$ cat src/rtl/fmadiv_pkg.sv
// fmadiv_pkg: shared types and constants for the binary16 divider.
// Rounding modes take effect only when FMADIV_RNE_EN is defined.
package fmadiv_pkg;
  typedef enum logic [1:0] {
    S_IDLE,
    S_DIV,
    S_ROUND,
    S_DONE
  } state_e;

  localparam int BIAS      = 15;
  localparam int DIV_ITERS = 13;

  localparam logic [4:0]  EXP_MAX = 5'd31;
  localparam logic [15:0] QNAN    = 16'h7E00;
  localparam logic [15:0] INF     = 16'h7C00;
  localparam logic [15:0] MAXNORM = 16'h7BFF;

  localparam logic [1:0] RM_RZ  = 2'b00;
  localparam logic [1:0] RM_RNE = 2'b01;
  localparam logic [1:0] RM_RDN = 2'b10;
  localparam logic [1:0] RM_RUP = 2'b11;

  localparam int FLAG_NV = 3;
  localparam int FLAG_DZ = 2;
  localparam int FLAG_OF = 1;
  localparam int FLAG_NX = 0;
endpackage

$ cat src/rtl/fmadiv_if.sv
// fmadiv_if: operand/result valid-ready bundle for the divider.
// master drives operands and out_ready; slave is the divider.
interface fmadiv_if;
  import fmadiv_pkg::*;

  logic        in_valid;
  logic        in_ready;
  logic [15:0] x;
  logic [15:0] y;
  logic [1:0]  roundmode;
  logic        out_valid;
  logic        out_ready;
  logic [15:0] quotient;
  logic [3:0]  flags;

  modport master (
    output in_valid, x, y, roundmode, out_ready,
    input  in_ready, out_valid, quotient, flags
  );

  modport slave (
    input  in_valid, x, y, roundmode, out_ready,
    output in_ready, out_valid, quotient, flags
  );
endinterface

$ cat src/rtl/fmadiv_round.sv
// fmadiv_round: normalise, round and pack the raw 13-bit quotient.
// Without FMADIV_RNE_EN every result truncates toward zero.
module fmadiv_round
  import fmadiv_pkg::*;
(
  input  logic [12:0]       q,
  input  logic              rem_nz,
  input  logic signed [6:0] e_in,
  input  logic              s,
  input  logic [1:0]        rm,
  output logic [15:0]       quotient,
  output logic [3:0]        flags
);
  logic [9:0] mant;
  logic [9:0] mant_r;
  logic guard;
  logic sticky;
  logic inc;
  logic carry;
  logic to_inf;
  logic signed [6:0] e_n;
  logic signed [6:0] e_r;

`ifndef FMADIV_RNE_EN
  logic unused_rm;
  assign unused_rm = ^rm;
`endif

  always_comb begin
    mant   = q[12] ? q[11:2] : q[10:1];
    guard  = q[12] ? q[1] : q[0];
    sticky = rem_nz | (q[12] & q[0]);
    e_n    = e_in + $signed({6'd0, q[12]});
`ifdef FMADIV_RNE_EN
    unique case (rm)
      RM_RNE:  inc = guard & (sticky | mant[0]);
      RM_RDN:  inc = (guard | sticky) & s;
      RM_RUP:  inc = (guard | sticky) & ~s;
      default: inc = 1'b0;
    endcase
    to_inf = (rm == RM_RNE)
           | ((rm == RM_RDN) & s)
           | ((rm == RM_RUP) & ~s);
`else
    inc    = 1'b0;
    to_inf = 1'b0;
`endif
    {carry, mant_r} = {1'b0, mant} + 11'(inc);
    e_r = e_n + $signed({6'd0, carry});
    flags = '0;
    flags[FLAG_NX] = guard | sticky;
    quotient = {s, e_r[4:0], mant_r};
    if (e_r >= 7'sd31) begin
      flags[FLAG_OF] = 1'b1;
      flags[FLAG_NX] = 1'b1;
      quotient = to_inf ? {s, INF[14:0]}
                        : {s, MAXNORM[14:0]};
    end else if (e_r <= 7'sd0) begin
      flags[FLAG_NX] = 1'b1;
      quotient = {s, 15'd0};
    end
  end
endmodule

$ cat src/rtl/fmadiv.sv
// fmadiv: sequential binary16 divider, restoring radix-2, one bit/cycle.
// Define FMADIV_RNE_EN to honour roundmode; otherwise results truncate.
module fmadiv
  import fmadiv_pkg::*;
(
  input  logic    clk,
  input  logic    reset,
  fmadiv_if.slave io
);
  state_e state_q, state_d;
  logic [3:0]  cnt_q, cnt_d;
  logic [11:0] rem_q, rem_d;
  logic [10:0] my_q, my_d;
  logic [12:0] q_q, q_d;
  logic signed [6:0] e_q, e_d;
  logic s_q, s_d;
  logic [1:0]  rm_q, rm_d;
  logic [15:0] quo_q, quo_d;
  logic [3:0]  flg_q, flg_d;

  logic [4:0]  ex, ey;
  logic        nan, dz, zq, s_in;
  logic        ge;
  logic [11:0] rem_nx;
  logic [15:0] r_quo;
  logic [3:0]  r_flg;

  assign ex   = io.x[14:10];
  assign ey   = io.y[14:10];
  assign s_in = io.x[15] ^ io.y[15];
  // subnormal inputs count as zero
  assign nan  = (ex == EXP_MAX) | (ey == EXP_MAX)
              | ((ex == 5'd0) & (ey == 5'd0));
  assign dz   = ~nan & (ey == 5'd0);
  assign zq   = ~nan & ~dz & (ex == 5'd0);

  assign io.in_ready  = (state_q == S_IDLE) & ~reset;
  assign io.out_valid = (state_q == S_DONE);
  assign io.quotient  = quo_q;
  assign io.flags     = flg_q;

  fmadiv_round u_round (
    .q        (q_q),
    .rem_nz   (|rem_q),
    .e_in     (e_q),
    .s        (s_q),
    .rm       (rm_q),
    .quotient (r_quo),
    .flags    (r_flg)
  );

  always_comb begin
    state_d = state_q;
    cnt_d   = cnt_q;
    rem_d   = rem_q;
    my_d    = my_q;
    q_d     = q_q;
    e_d     = e_q;
    s_d     = s_q;
    rm_d    = rm_q;
    quo_d   = quo_q;
    flg_d   = flg_q;
    ge      = rem_q >= {1'b0, my_q};
    rem_nx  = ge ? rem_q - {1'b0, my_q} : rem_q;
    unique case (state_q)
      S_IDLE: begin
        if (io.in_valid && io.in_ready) begin
          s_d     = s_in;
          rm_d    = io.roundmode;
          rem_d   = {2'b01, io.x[9:0]};
          my_d    = {1'b1, io.y[9:0]};
          e_d     = $signed({2'b00, ex})
                  - $signed({2'b00, ey})
                  + 7'(BIAS - 1);
          cnt_d   = '0;
          q_d     = '0;
          state_d = S_DONE;
          flg_d   = '0;
          unique case (1'b1)
            nan: begin
              quo_d = QNAN;
              flg_d[FLAG_NV] = 1'b1;
            end
            dz: begin
              quo_d = {s_in, INF[14:0]};
              flg_d[FLAG_DZ] = 1'b1;
            end
            zq:      quo_d = {s_in, 15'd0};
            default: state_d = S_DIV;
          endcase
        end
      end
      S_DIV: begin
        rem_d = rem_nx << 1;
        q_d   = {q_q[11:0], ge};
        cnt_d = cnt_q + 4'd1;
        if (cnt_q == 4'(DIV_ITERS - 1))
          state_d = S_ROUND;
      end
      S_ROUND: begin
        quo_d   = r_quo;
        flg_d   = r_flg;
        state_d = S_DONE;
      end
      S_DONE: begin
        if (io.out_ready)
          state_d = S_IDLE;
      end
      default: state_d = S_IDLE;
    endcase
  end

  always_ff @(posedge clk) begin
    if (reset) begin
      state_q <= S_IDLE;
      cnt_q   <= '0;
      rem_q   <= '0;
      my_q    <= '0;
      q_q     <= '0;
      e_q     <= '0;
      s_q     <= 1'b0;
      rm_q    <= '0;
      quo_q   <= '0;
      flg_q   <= '0;
    end else begin
      state_q <= state_d;
      cnt_q   <= cnt_d;
      rem_q   <= rem_d;
      my_q    <= my_d;
      q_q     <= q_d;
      e_q     <= e_d;
      s_q     <= s_d;
      rm_q    <= rm_d;
      quo_q   <= quo_d;
      flg_q   <= flg_d;
    end
  end
endmodule

$ cat src/flat_wrapper.sv
// flat-port wrapper written by rule: the top's interface ports become plain ports
module fmadiv_flat import fmadiv_pkg::*;
  (clk, reset, io_in_valid, io_x, io_y, io_roundmode, io_out_ready, io_in_ready, io_out_valid, io_quotient, io_flags);
  fmadiv_if io_i ();
  input  logic clk;
  input  logic reset;
  input wire logic [$bits(io_i.in_valid)-1:0] io_in_valid;
  input wire logic [$bits(io_i.x)-1:0] io_x;
  input wire logic [$bits(io_i.y)-1:0] io_y;
  input wire logic [$bits(io_i.roundmode)-1:0] io_roundmode;
  input wire logic [$bits(io_i.out_ready)-1:0] io_out_ready;
  output wire logic [$bits(io_i.in_ready)-1:0] io_in_ready;
  output wire logic [$bits(io_i.out_valid)-1:0] io_out_valid;
  output wire logic [$bits(io_i.quotient)-1:0] io_quotient;
  output wire logic [$bits(io_i.flags)-1:0] io_flags;
  assign io_i.in_valid = io_in_valid;
  assign io_i.x = io_x;
  assign io_i.y = io_y;
  assign io_i.roundmode = io_roundmode;
  assign io_i.out_ready = io_out_ready;
  assign io_in_ready = io_i.in_ready;
  assign io_out_valid = io_i.out_valid;
  assign io_quotient = io_i.quotient;
  assign io_flags = io_i.flags;
  fmadiv u_core (.clk(clk), .reset(reset), .io(io_i));
endmodule
$ cat config.mk
export PLATFORM = sky130hd
export DESIGN_NAME = fmadiv_flat
export DESIGN_NICKNAME = d
export VERILOG_FILES = /design/src/rtl/fmadiv_pkg.sv /design/src/rtl/fmadiv_if.sv /design/src/rtl/fmadiv_round.sv /design/src/rtl/fmadiv.sv /design/src/flat_wrapper.sv
export SDC_FILE = /design/constraint.sdc
export NUM_CORES = 1
export LEC_CHECK = 0
export ABC_AREA = 1
export BUFFER_PORTS_ARGS = -buffer_cell sky130_fd_sc_hd__buf_4
export CAP_MARGIN = 20
export CORE_ASPECT_RATIO = 1.25
export CORE_UTILIZATION = 59
export CTS_CLUSTER_DIAMETER = 30
export DETAILED_ROUTE_END_ITERATION = 7
export MAX_ROUTING_LAYER = met4
export PLACE_DENSITY = 0.81
export SETUP_SLACK_MARGIN = 0.4
export SLEW_MARGIN = 15
export SYNTH_ARGS = -nofsm -noshare
export SYNTH_HDL_FRONTEND = slang
export SYNTH_HIERARCHICAL = 1
export SYNTH_SLANG_ARGS = --single-unit
export TNS_END_PERCENT = 5
$ cat constraint.sdc
create_clock -name clk -period 2.85 [get_ports clk]
set_input_delay 0.57 -clock clk [delete_from_list [all_inputs] [get_ports clk]]
set_output_delay 0.57 -clock clk [all_outputs]
set_load 0.02 [all_outputs]
# After elaboration in Yosys (flattened, before gate mapping)
# Cells that the tools add are included.
# word_totals
out_inout_bits	22
reg_bits	70
elab_cells	80
in_bits	38
# op_classes
n_mux	26
addsub	5
order_cmp	3
n_reduce_logical	13
n_eq_ne	10
bitwise	14
# op_table
cell	count
16-bit one-hot mux with 3 select lines	1
16-bit one-hot mux with 2 select lines	1
15-bit two-way mux	2
13-bit one-hot mux with 2 select lines	1
12-bit one-hot mux with 2 select lines	1
16-bit two-way mux	1
4-bit one-hot mux with 2 select lines	2
13-bit two-way mux	1
12-bit by 11-bit >= comparator with 1-bit output	1
12-bit two-way mux	1
12-bit OR reduction	1
11-bit two-way mux	1
11-bit subtractor	1
5-bit equality test (second input constant)	2
5-bit zero test	2
10-bit two-way mux	1
2-bit two-way mux	4
4-bit two-way mux	2
2-bit one-hot mux with 4 select lines	1
7-bit by 2-bit adder with 7-bit output	1
7-bit by 5-bit adder with 7-bit output (second input constant)	1
7-bit by 6-bit >= comparator with 1-bit output (second input constant)	1
7-bit by 1-bit <= comparator with 1-bit output (second input constant)	1
1-bit AND	6
18 further kinds	34

# Logic depth before layout (Yosys ltp)
# Gate-level depths: netlist of the first run.
# logic_depth
word_depth	12
ltp_mapped	15
mapped_depth_nobuf	14

# By module
# Netlist of the first run, hierarchy kept.
# modules_own_cells
module	instances	cells_per_inst	seq_area_each_um2	area_each_um2
fmadiv	1	611	1441.4	4304.1
fmadiv_round	1	92	0.0	585.6

# Worst setup path before layout of the first run
# Ideal clock, no wire load.
# synth_path
path_kind	in2reg
from	input port io_x[10]
to	register u_core.e_q[3]
cell_stages	9
setup_ps	74
path_buffers	0
path_slack_ps	793
required_ps	2776
arrival_time_ps	1983
path_cell_list	inv_1 ha_1 inv_1 fa_1 xor2_1 inv_1 ha_1 or2_2 a31oi_1
# synth_via
elab_chain_len	2
# synth_rtl
item	line_no	text
from (decl)	flat_wrapper.sv:8	input wire logic [$bits(io_i.x)-1:0] io_x;
5-bit by 5-bit subtractor with 6-bit output	fmadiv.sv:73	- $signed({2'b00, ey})
7-bit by 5-bit adder with 7-bit output	fmadiv.sv:74	+ 7'(BIAS - 1);
to (signal assigned)	fmadiv.sv:120	e_q <= '0;
to (signal assigned)	fmadiv.sv:131	e_q <= e_d;
to (decl)	fmadiv.sv:15	logic signed [6:0] e_q, e_d;
# No other way between the ends.
# A chain may end at the register's enable or synchronous reset.

# Worst setup path after layout of the first run
# layout_path
from	register u_core.state_q[0]
to	register u_core.rem_q[10]
# layout_via
elab_chain_len	5
elab_cells_between_ends	8
cone_classes	2 x eq/ne; 1 x mux; 1 x bitwise; 4 x reduce/logical
# layout_rtl
item	line_no	text
from (decl)	fmadiv.sv:10	state_e state_q, state_d;
from (signal assigned)	fmadiv.sv:126	state_q <= state_d;
2-bit zero test	fmadiv.sv:37, fmadiv.sv:65	
1-bit AND	fmadiv.sv:37	assign io.in_ready = (state_q == S_IDLE) & ~reset;
1-bit logical AND	fmadiv.sv:67	if (io.in_valid && io.in_ready) begin
2-bit inequality test (no line)	-	
2-bit AND reduction (no line)	-	
to (signal assigned)	fmadiv.sv:128	rem_q <= rem_d;
to (decl)	fmadiv.sv:12	logic [11:0] rem_q, rem_d;
# Parallel ways exist; a longest one is shown, timed or not.

==> results of run 1 <==
registers in the layout (all words and copies together) (netlist names):
signal	count
u_core/s_q	1
u_core/e_q	7
u_core/q_q	13
u_core/my_q	11
u_core/rem_q	12
u_core/io.flags	4
u_core/io.quotient	16
u_core/cnt_q	4
u_core/state_q	2
power groups by stage:
stage | combinational (W) | clock, W | sequential (W)
CTS | 0.00290 | 0.000846 | 0.00131
floorplan | 0.00228 | 0 | 0.00137
global placement | 0.00280 | 0 | 0.00132
finish | 0.00294 | 0.000827 | 0.00131
detailed placement | 0.00288 | 0 | 0.00133
global route | 0.00331 | 0.000894 | 0.00133
layout make-up:
type                       instances  area share
multi-input combinational        501      0.5287
sequential                        70      0.2582
timing repair buffer              63     0.08716
inverter                          93     0.06594
clock buffer                      10     0.02536
tap                               95     0.02190
clock inverter                     6     0.01268
what timing repair did:
item,CTS,global route
hold buffers,0,0
gates resized for setup,0,1
buffers inserted,0,0
endpoints found under the setup margin,0,11
stage by stage:
step / power [W] / hold WS, ns
6_report: 0.005081 / 0.4225
5_1_grt: 0.005531 / 0.4088
4_1_cts: 0.005054 / 0.4090
3_5_place_dp: 0.004210 / 0.4641
3_3_place_gp: 0.004124 / 0.4570
2_1_floorplan: 0.003652 / 0.4328
metal layers:
metal	routed length (um)	up-vias	track usage
met1	4783	2089	0.3039
met4	327	0	0.1220
met3	419	27	0.04163
li1	-	2337	-
met5	0	-	-
met2	5659	126	0.5082
cell usage in the layout (no fill, tap or decap), drive strengths merged, types with 3 or more instances in the layout:
cell type  count
a31oi          3
mux2          10
dfxtp         70
nor4           3
nand2        177
buf           63
clkinv         4
nor2          51
clkbuf        10
or2            6
xor2           7
ha            25
nand4         16
o21ai         60
nand3         60
inv           93
a21oi         70
worst max-delay path: cells and delay by family (launching register included):
kind	cells	cell delay [ns]
AO/OA/AOI/OAI	2	0.31
adder cells (fa/ha/maj)	1	0.24
buffers and inverters	6	0.76
flip-flops	1	0.38
AND/OR/NAND/NOR	4	0.57
worst paths after layout:
path / from / end / slack, ns / depth (start not counted)
min: io_y[0] / u_core/my_q[0] / 0.42 / 3
max: u_core/state_q[0] / u_core/rem_q[10] / 0.51 / 13
max reg2reg: u_core/state_q[0] / u_core/rem_q[10] / 0.51 / 13
min reg2reg: u_core/my_q[8] / u_core/my_q[8] / 0.47 / 2
==> flow_summary.json, run 1 <==
{
  "worst_pin_slew_ns": 0.8814,
  "grt_usage": 0.2788,
  "worst_ep_arrival_time_ns": 2.62,
  "pin_count": 60,
  "clkLatencyLatePin_ns": 0.35,
  "rows": 36,
  "multi_input_area_mm2": 0.002869,
  "switching_share": 0.4857,
  "hold_viol": 0,
  "relSlewSlack": 0.4118,
  "avgSynthCellArea_um2": 6.942,
  "die_width_um": 82.88,
  "setup_viol": 0,
  "critical_path_peak_fanout": 20,
  "rsz0062_at_grt": "yes",
  "gr-total-overflow": 0,
  "power_density_mw_per_mm2": 936.3,
  "place.gp.congestion": 0.9325,
  "status": "finished clean",
  "dieArea_mm2": 0.008545,
  "cts-root-buf": "clkbuf_8",
  "period_needed_ns": 2.339,
  "crit_path_end_kind": "flip-flop",
  "cts_buffers": 9,
  "pwr-share-seq": 0.258,
  "grt_pass1_vias": 4313,
  "cpMaxStageDelayCell": "dfxtp_1",
  "ant_nets": 0,
  "clk_pin_slew_ns": 0.08,
  "tritoncts": "yes",
  "port_buffers": 57,
  "synth_area_mm2": 0.004825,
  "clkSinkCount": 70,
  "grt_pass1_wl_um": 18810,
  "post-route-util": 0.6884,
  "cap_violations": 0,
  "drc": 0,
  "wl_per_cell_um": 13.35,
  "dieHeight_um": 103.1,
  "power.share.clock": 0.163,
  "finClkSkew_ns": 0.009410,
  "grt_max_degree": 30,
  "final_cells": 838,
  "min_period_over_period": 0.8206,
  "clock_path_buffers": 2,
  "ir_drop_uv": 585.3,
  "design_area_mm2": 0.005426,
  "hpwl_um": 8358,
  "maxSlewViolCount": 0,
  "start_util": 0.6121,
  "slowest_delay_ns": 0.38,
  "crit_chain": "inv_1, ha_1, inv_2, nor2_4, nand2_4, inv_4, nor2_2, inv_2, nand2_2, clkinv_2, o21ai_0, inv_1, a21oi_1",
  "dr.first_iter.drc_count": 178,
  "htreeDepth": 3,
  "drive_gt1_frac": 0.2288,
  "placed_cells": 822,
  "p_sw_w": 0.002467,
  "required_ns": 3.13,
  "comb_power_share": 0.579,
  "dr.pass1.iters": 5,
  "path_class": "reg2reg",
  "core_mm2": 0.007883,
  "vias": 4579,
  "area_growth_pct": 12.47,
  "worst_setup_path_start_kind": "flip-flop",
  "setup_tns_ns": 0,
  "via_per_inst": 5.464,
  "hp-class": "in2reg",
  "p_int_w": 0.002613,
  "final_nets": 803,
  "n_antenna_cell": 0,
  "post-place-ws_ns": 0.4232,
  "antenna_found_initial": 0,
  "synth_warnings": 6,
  "p_leak_nw": 2.570,
  "routed_wl_um": 11190,
  "synthCells": 695,
  "seq_area_mm2": 0.001401,
  "fmaxAchievable_mhz": 427.6,
  "setup_ws_ns": 0.5114,
  "placed_area_mm2": 0.005213,
  "nFillCells": 668
}
No activity file was read; power rests on OpenSTA's default activity.
==> run 2, diff against run 1 <==
- ABC_AREA: 1 -> 0
- CORE_UTILIZATION: 59 -> 58
- PLACE_DENSITY: 0.81 -> 0.8
- clock period: 2.85 -> 2.32 ns (I/O delays scaled with it)
==> run 2 against run 1 <==
Compared with the run above: global-route usage increased by 4.9 points; via count down 2.1%; routed wire length grew 12%; hold slack worse by 0.14 ns; combinational power is 33% higher; first-iteration DRC count rose by 32%; critical endpoint is now u_core/rem_q[4]; worst setup slack got worse by 0.51 ns; design area grew 4.0%; synthesized cell count shrank 23%; sequential share of layout area shrank 0.76 points; critical path depth shrank 3; clock skew shrank 0.0020 ns.
==> flow_summary.json, run 2 <==
{
  "routed_wl_um": 12570,
  "hold_depth": 3,
  "crit_chain": "inv_2, ha_4, fa_2, nand2b_4, a21oi_4, a41o_1, a41o_1, a41o_4, mux2i_1, o22ai_1",
  "power_density_mw_per_mm2": 1164,
  "place.gp.congestion": 0.9097,
  "grt_pass1_vias": 4227,
  "rsz0062_at_grt": "yes",
  "synth_warnings": 6,
  "ant_nets": 0,
  "placed_area_mm2": 0.005110,
  "required_ns": 2.55,
  "most-common-layout-cells": "92 x buf_4, 62 x dfxtp_1, 47 x nor2_1, 43 x nand2_1, 29 x a21oi_1",
  "period_needed_ns": 2.320,
  "maxSlewViolCount": 0,
  "nFillCells": 482,
  "worst-r2r-cell-count": 10,
  "die_width_um": 79.44,
  "path_class": "reg2reg",
  "holdPathEnd": "u_core/my_q[6]",
  "avgSynthCellArea_um2": 8.173,
  "grt_pass1_wl_um": 19530,
  "gr-total-overflow": 0,
  "hpwl_um": 8622,
  "setup_viol": 0,
  "core_mm2": 0.007104,
  "synthCells": 532,
  "clkSinkCount": 70,
  "dr.first_iter.drc_count": 235,
  "clk_pin_slew_ns": 0.08,
  "n_antenna_cell": 0,
  "clkLatencyLatePin_ns": 0.36,
  "hold_viol": 0,
  "r2r_setup_slack_ns": 0.0004,
  "cpMaxStageDelayCell": "dfxtp_2",
  "largest_reg_flops": 16,
  "dieArea_mm2": 0.007849,
  "hold_buffers": 0,
  "reg2reg_to": "u_core/rem_q[4]",
  "power.share.clock": 0.159,
  "grt_usage": 0.3283,
  "port_buffers": 57,
  "start_util": 0.6120,
  "crit_path_end_kind": "flip-flop",
  "switching_share": 0.4346,
  "setup_tns_ns": 0,
  "final_nets": 675,
  "tritoncts": "yes",
  "slowest_delay_ns": 0.34,
  "cts-root-buf": "clkbuf_8",
  "min_from": "io_y[6]",
  "rows": 34,
  "pwr-share-seq": 0.246,
  "fmaxAchievable_mhz": 431.1,
  "drc": 0,
  "antenna_found_initial": 0,
  "status": "finished clean",
  "drive_gt1_frac": 0.2976,
  "dr.pass1.iters": 5,
  "worst_setup_path_start_kind": "flip-flop",
  "htreeDepth": 3,
  "via_per_inst": 6.359,
  "p_int_w": 0.003713,
  "pin_count": 60,
  "dieHeight_um": 98.80,
  "hp-class": "in2reg",
  "cts_buffers": 9,
  "final_common_cell": "buf_4",
  "post-route-util": 0.7941,
  "p_sw_w": 0.002854,
  "cap_violations": 0,
  "wl_per_cell_um": 17.83,
  "clock_path_buffers": 2,
  "worst_ep_arrival_time_ns": 2.55,
  "min_period_over_period": 0.9998,
  "report.power.total_w": 0.006567,
  "r2r_start": "u_core/rem_q[0]",
  "synth_area_mm2": 0.004348,
  "p_leak_nw": 2.241,
  "area_growth_pct": 29.76,
  "finClkSkew_ns": 0.007402,
  "grt_max_degree": 46,
  "design_area_mm2": 0.005642,
  "ir_drop_uv": 842.2,
  "hold_ws_ns": 0.2863,
  "cpMostUsedCell": "a41o_1",
  "comb_power_share": 0.595,
  "critical_path_peak_fanout": 6,
  "vias": 4483
}
## run 2: layout make-up
class | instances | area, um2 | area share
Tap cell | 90 | 112.6 | 0.01996
Multi-Input combinational cell | 394 | 2962 | 0.5250
Inverter | 36 | 151.4 | 0.02684
Clock inverter | 6 | 68.82 | 0.01220
Timing Repair Buffer | 99 | 795.8 | 0.1411
Clock buffer | 10 | 137.6 | 0.02440
Sequential cell | 70 | 1414 | 0.2506
## run 2: how the worst max path moves through the flow
stage / start / to / slack [ns] / depth (start not counted)
after floorplan: io_x[10] / u_core/e_q[4] / 0.06 / 9
after global placement: io_x[10] / u_core/e_q[4] / -0.11 / 10
after detailed placement: io_x[10] / u_core/e_q[4] / -0.16 / 10
after CTS: u_core/rem_q[0] / u_core/rem_q[5] / 0.05 / 10
after global routing: u_core/rem_q[0] / u_core/rem_q[4] / -0.07 / 10
final: u_core/rem_q[0] / u_core/rem_q[4] / 0.0004 / 10
## run 2: metal layers
| layer | global-route usage | up-vias | part of all wire |
|---|---|---|---|
| li1 | - | 2093 | - |
| met1 | 0.3372 | 2162 | 0.39 |
| met2 | 0.5878 | 188 | 0.53 |
| met3 | 0.04722 | 40 | 0.049 |
| met4 | 0.1790 | 0 | 0.034 |
| met5 | - | - | 0 |
## run 2: power by group through the flow
stage	clock network (W)	logic, W	registers (W)
4_1_cts	0.00106	0.00349	0.00158
2_1_floorplan	0	0.00242	0.00159
6_report	0.00105	0.00390	0.00162
3_5_place_dp	0	0.00335	0.00159
3_3_place_gp	0	0.00327	0.00158
5_1_grt	0.00111	0.00421	0.00164
## run 2: metrics by stage
| step | setup WS (ns) | std cells |
|---|---|---|
| 2_1_floorplan | 0.05827 | 533 |
| 3_3_place_gp | -0.1146 | 687 |
| 3_5_place_dp | -0.1631 | 687 |
| 4_1_cts | 0.04727 | 704 |
| 5_1_grt | -0.06929 | 705 |
| 6_report | 0.0004301 | 705 |
## run 2: worst max-delay path: cells and delay by family, from the launching register on
family                     cells  cell delay (ns)
adders and majority gates      2             0.49
DFF                            1             0.34
muxes                          1             0.23
and+or+nand+nor                1             0.15
AOI/OAI and AO/OA              5             0.94
buffers and inverters          1             0.05
## run 2: repair_timing
item | in CTS | in global routing
setup buffers | 0 | 1
resized for setup | 9 | 57
pin swaps | 12 | 52
endpoints found under the setup margin | 35 | 49
cloned | 1 | 0
==> run 3, diff against run 2 <==
- PLACE_DENSITY: 0.8 -> 0.81
- SYNTH_HIERARCHICAL: 1 -> default
==> run 3 against run 2 <==
Compared with the run above: critical path depth down 1; clock power up 9.5%; sequential share of layout area up 1.4 points; clock-buffer cell count down 1; non-clock buffer count down 15; hold slack better by 0.0077 ns; global-route usage down 1.3 points; area after synthesis down 3.0%; sequential cell count unchanged; design area down 5.3%; routed wire length down 10%; total power down 5.9%; critical path type unchanged.
==> flow_summary.json, run 3 <==
{
  "grt_pass1_vias": 3951,
  "worst_pin_slew_ns": 0.5232,
  "p_sw_w": 0.002614,
  "crit_path_end_kind": "flip-flop",
  "avgSynthCellArea_um2": 8.336,
  "ys_types": 61,
  "n_antenna_cell": 0,
  "nFillCells": 507,
  "min_period_over_period": 0.9551,
  "comb_power_share": 0.550,
  "synth_fp_nets": 571,
  "final_cells": 664,
  "htreeDepth": 3,
  "synth_top_area_share": 0.3322,
  "p_int_w": 0.003566,
  "required_ns": 2.57,
  "async_flop_share": 0,
  "gr-total-overflow": 0,
  "cpMaxStageDelayCell": "dfxtp_1",
  "grt_pass1_wl_um": 18290,
  "seq_area_mm2": 0.001411,
  "most-common-layout-cells": "81 x buf_4, 64 x dfxtp_1, 57 x nor2_1, 32 x nand2_1, 29 x a21oi_1",
  "clkSinkCount": 70,
  "finClkSkew_ns": 0.007898,
  "pin_count": 60,
  "critical_path_peak_fanout": 7,
  "p_leak_nw": 2.138,
  "core_mm2": 0.006977,
  "synth_ff_type": "dfxtp_1",
  "hp-class": "in2reg",
  "setup_tns_ns": 0,
  "pwr-share-seq": 0.263,
  "seq_area_frac_synth": 0.3322,
  "grt_usage": 0.3151,
  "antenna_found_initial": 0,
  "synthTopCellsByArea": "dfxtp_1 33%, ha_1 7.4%, nor2_1 5.3%",
  "multi_input_area_mm2": 0.002826,
  "area_growth_pct": 26.67,
  "period_needed_ns": 2.216,
  "vias": 4051,
  "largest_reg_flops": 16,
  "dieArea_mm2": 0.007619,
  "worst_setup_path_start_kind": "flip-flop",
  "placed_area_mm2": 0.004812,
  "crit_chain": "inv_1, ha_4, nand4_1, a31oi_2, nor2b_2, o31ai_4, buf_6, mux2i_1, a211oi_1",
  "power.share.clock": 0.187,
  "die_width_um": 78.28,
  "yosys.cell_count.top_type": "dfxtp_1",
  "synth.top_cells.by_count": "70 x dfxtp_1, 60 x nor2_1, 33 x a21oi_1",
  "cts-root-buf": "clkbuf_8",
  "design_area_mm2": 0.005343,
  "switching_share": 0.4229,
  "clk_pin_slew_ns": 0.08,
  "start_util": 0.6046,
  "clock_path_buffers": 2,
  "synthCells": 506,
  "port_buffers": 57,
  "relSlewSlack": 0.6512,
  "post-route-util": 0.7658,
  "cap_violations": 0,
  "ys_seq_elements": 70,
  "clkLatencyLatePin_ns": 0.36,
  "synth-edff-count": 0,
  "power_density_mw_per_mm2": 1157,
  "fmaxAchievable_mhz": 451.3,
  "drc": 0,
  "dr.first_iter.drc_count": 222,
  "rsz0062_at_grt": "yes",
  "ir_drop_uv": 685.6,
  "worst_ep_arrival_time_ns": 2.46,
  "drive_gt1_frac": 0.2927,
  "tritoncts": "yes",
  "routed_wl_um": 11320,
  "place.gp.congestion": 0.9759,
  "maxSlewViolCount": 0,
  "hold_ws_ns": 0.2940,
  "grt_max_degree": 50,
  "wl_per_cell_um": 17.04,
  "synth_area_mm2": 0.004218,
  "placed_cells": 639,
  "status": "finished clean",
  "hpwl_um": 7662,
  "ant_nets": 0,
  "final_common_cell": "buf_4",
  "path_class": "reg2reg",
  "yosys.area.top_type": "dfxtp_1",
  "slowest_delay_ns": 0.32,
  "dr.pass1.iters": 5,
  "cts_buffers": 9,
  "via_per_inst": 6.101,
  "rows": 34,
  "dieHeight_um": 97.34,
  "final_nets": 634,
  "synth_warnings": 0,
  "hold_viol": 0,
  "setup_viol": 0
}
==> run 3: timing repair <==
| item | CTS | global route |
|---|---|---|
| endpoints found under the setup margin | 48 | 55 |
| gates resized for setup | 17 | 37 |
| buffers inserted | 5 | 4 |
| cloned | 0 | 0 |
| pin swaps | 5 | 13 |
| hold buffers | 0 | 0 |
==> run 3: kinds of logic (layout without fill, tap and decap cells) <==
kind of cell / count (synthesis) / count (layout) / synth area share
and+or+nand+nor: 158 / 158 / 0.1839
muxes: 20 / 20 / 0.05073
AOI/OAI and AO/OA: 154 / 154 / 0.2578
adders and majority gates: 27 / 27 / 0.08366
DFF: 70 / 70 / 0.3322
xor gates and xnor gates: 16 / 16 / 0.03322
buffers and inverters: 61 / 129 / 0.05844
==> run 3: worst paths after layout <==
| path | depth (start not counted) | end | from | slack (ns) |
|---|---|---|---|---|
| min reg2reg | 2 | u_core.e_q[6] | u_core.e_q[6] | 0.47 |
| max | 9 | u_core.rem_q[2] | u_core.my_q[1] | 0.10 |
| max reg2reg | 9 | u_core.rem_q[2] | u_core.my_q[1] | 0.10 |
| min | 3 | u_core.my_q[0] | io_y[0] | 0.29 |
==> run 3: layer usage <==
layer / vias to the layer above / part of all wire / global-route usage
met5: - / 0 / -
met4: 0 / 0.028 / 0.1538
met3: 31 / 0.045 / 0.04789
met2: 127 / 0.53 / 0.5587
met1: 1925 / 0.40 / 0.3369
li1: 1968 / - / -
==> run 3: through the flow <==
stage / setup slack, ns / power (W)
final: 0.1041 / 0.006180
after global routing: 0.06051 / 0.006540
after floorplan: 0.2820 / 0.003723
after detailed placement: -0.008945 / 0.004488
after CTS: 0.1140 / 0.005834
after global placement: 0.05113 / 0.004401
==> run 3: area by class of cell <==
type / count / area share
Clock buffer: 9 / 0.02319
Clock inverter: 7 / 0.01967
Inverter: 29 / 0.02272
Multi-Input combinational cell: 375 / 0.5290
Sequential cell: 70 / 0.2642
Tap cell: 90 / 0.02108
Timing Repair Buffer: 84 / 0.1201
==> run 3: power by group through the flow <==
stage                     clock, W  combinational, W  sequential (W)
after detailed placement         0           0.00288         0.00161
after floorplan                  0           0.00216         0.00156
after global routing       0.00120           0.00369         0.00165
final                      0.00115           0.00340         0.00162
after CTS                  0.00115           0.00309         0.00159
after global placement           0           0.00280         0.00160
==> run 3: critical path: cells and delay by family (launching register included) <==
kind / cells / cell delay (ns)
compound gates: 3 / 0.84
fa+ha+maj: 1 / 0.30
buf+inv: 2 / 0.33
flops: 1 / 0.32
mux: 1 / 0.11
simple gates: 2 / 0.21
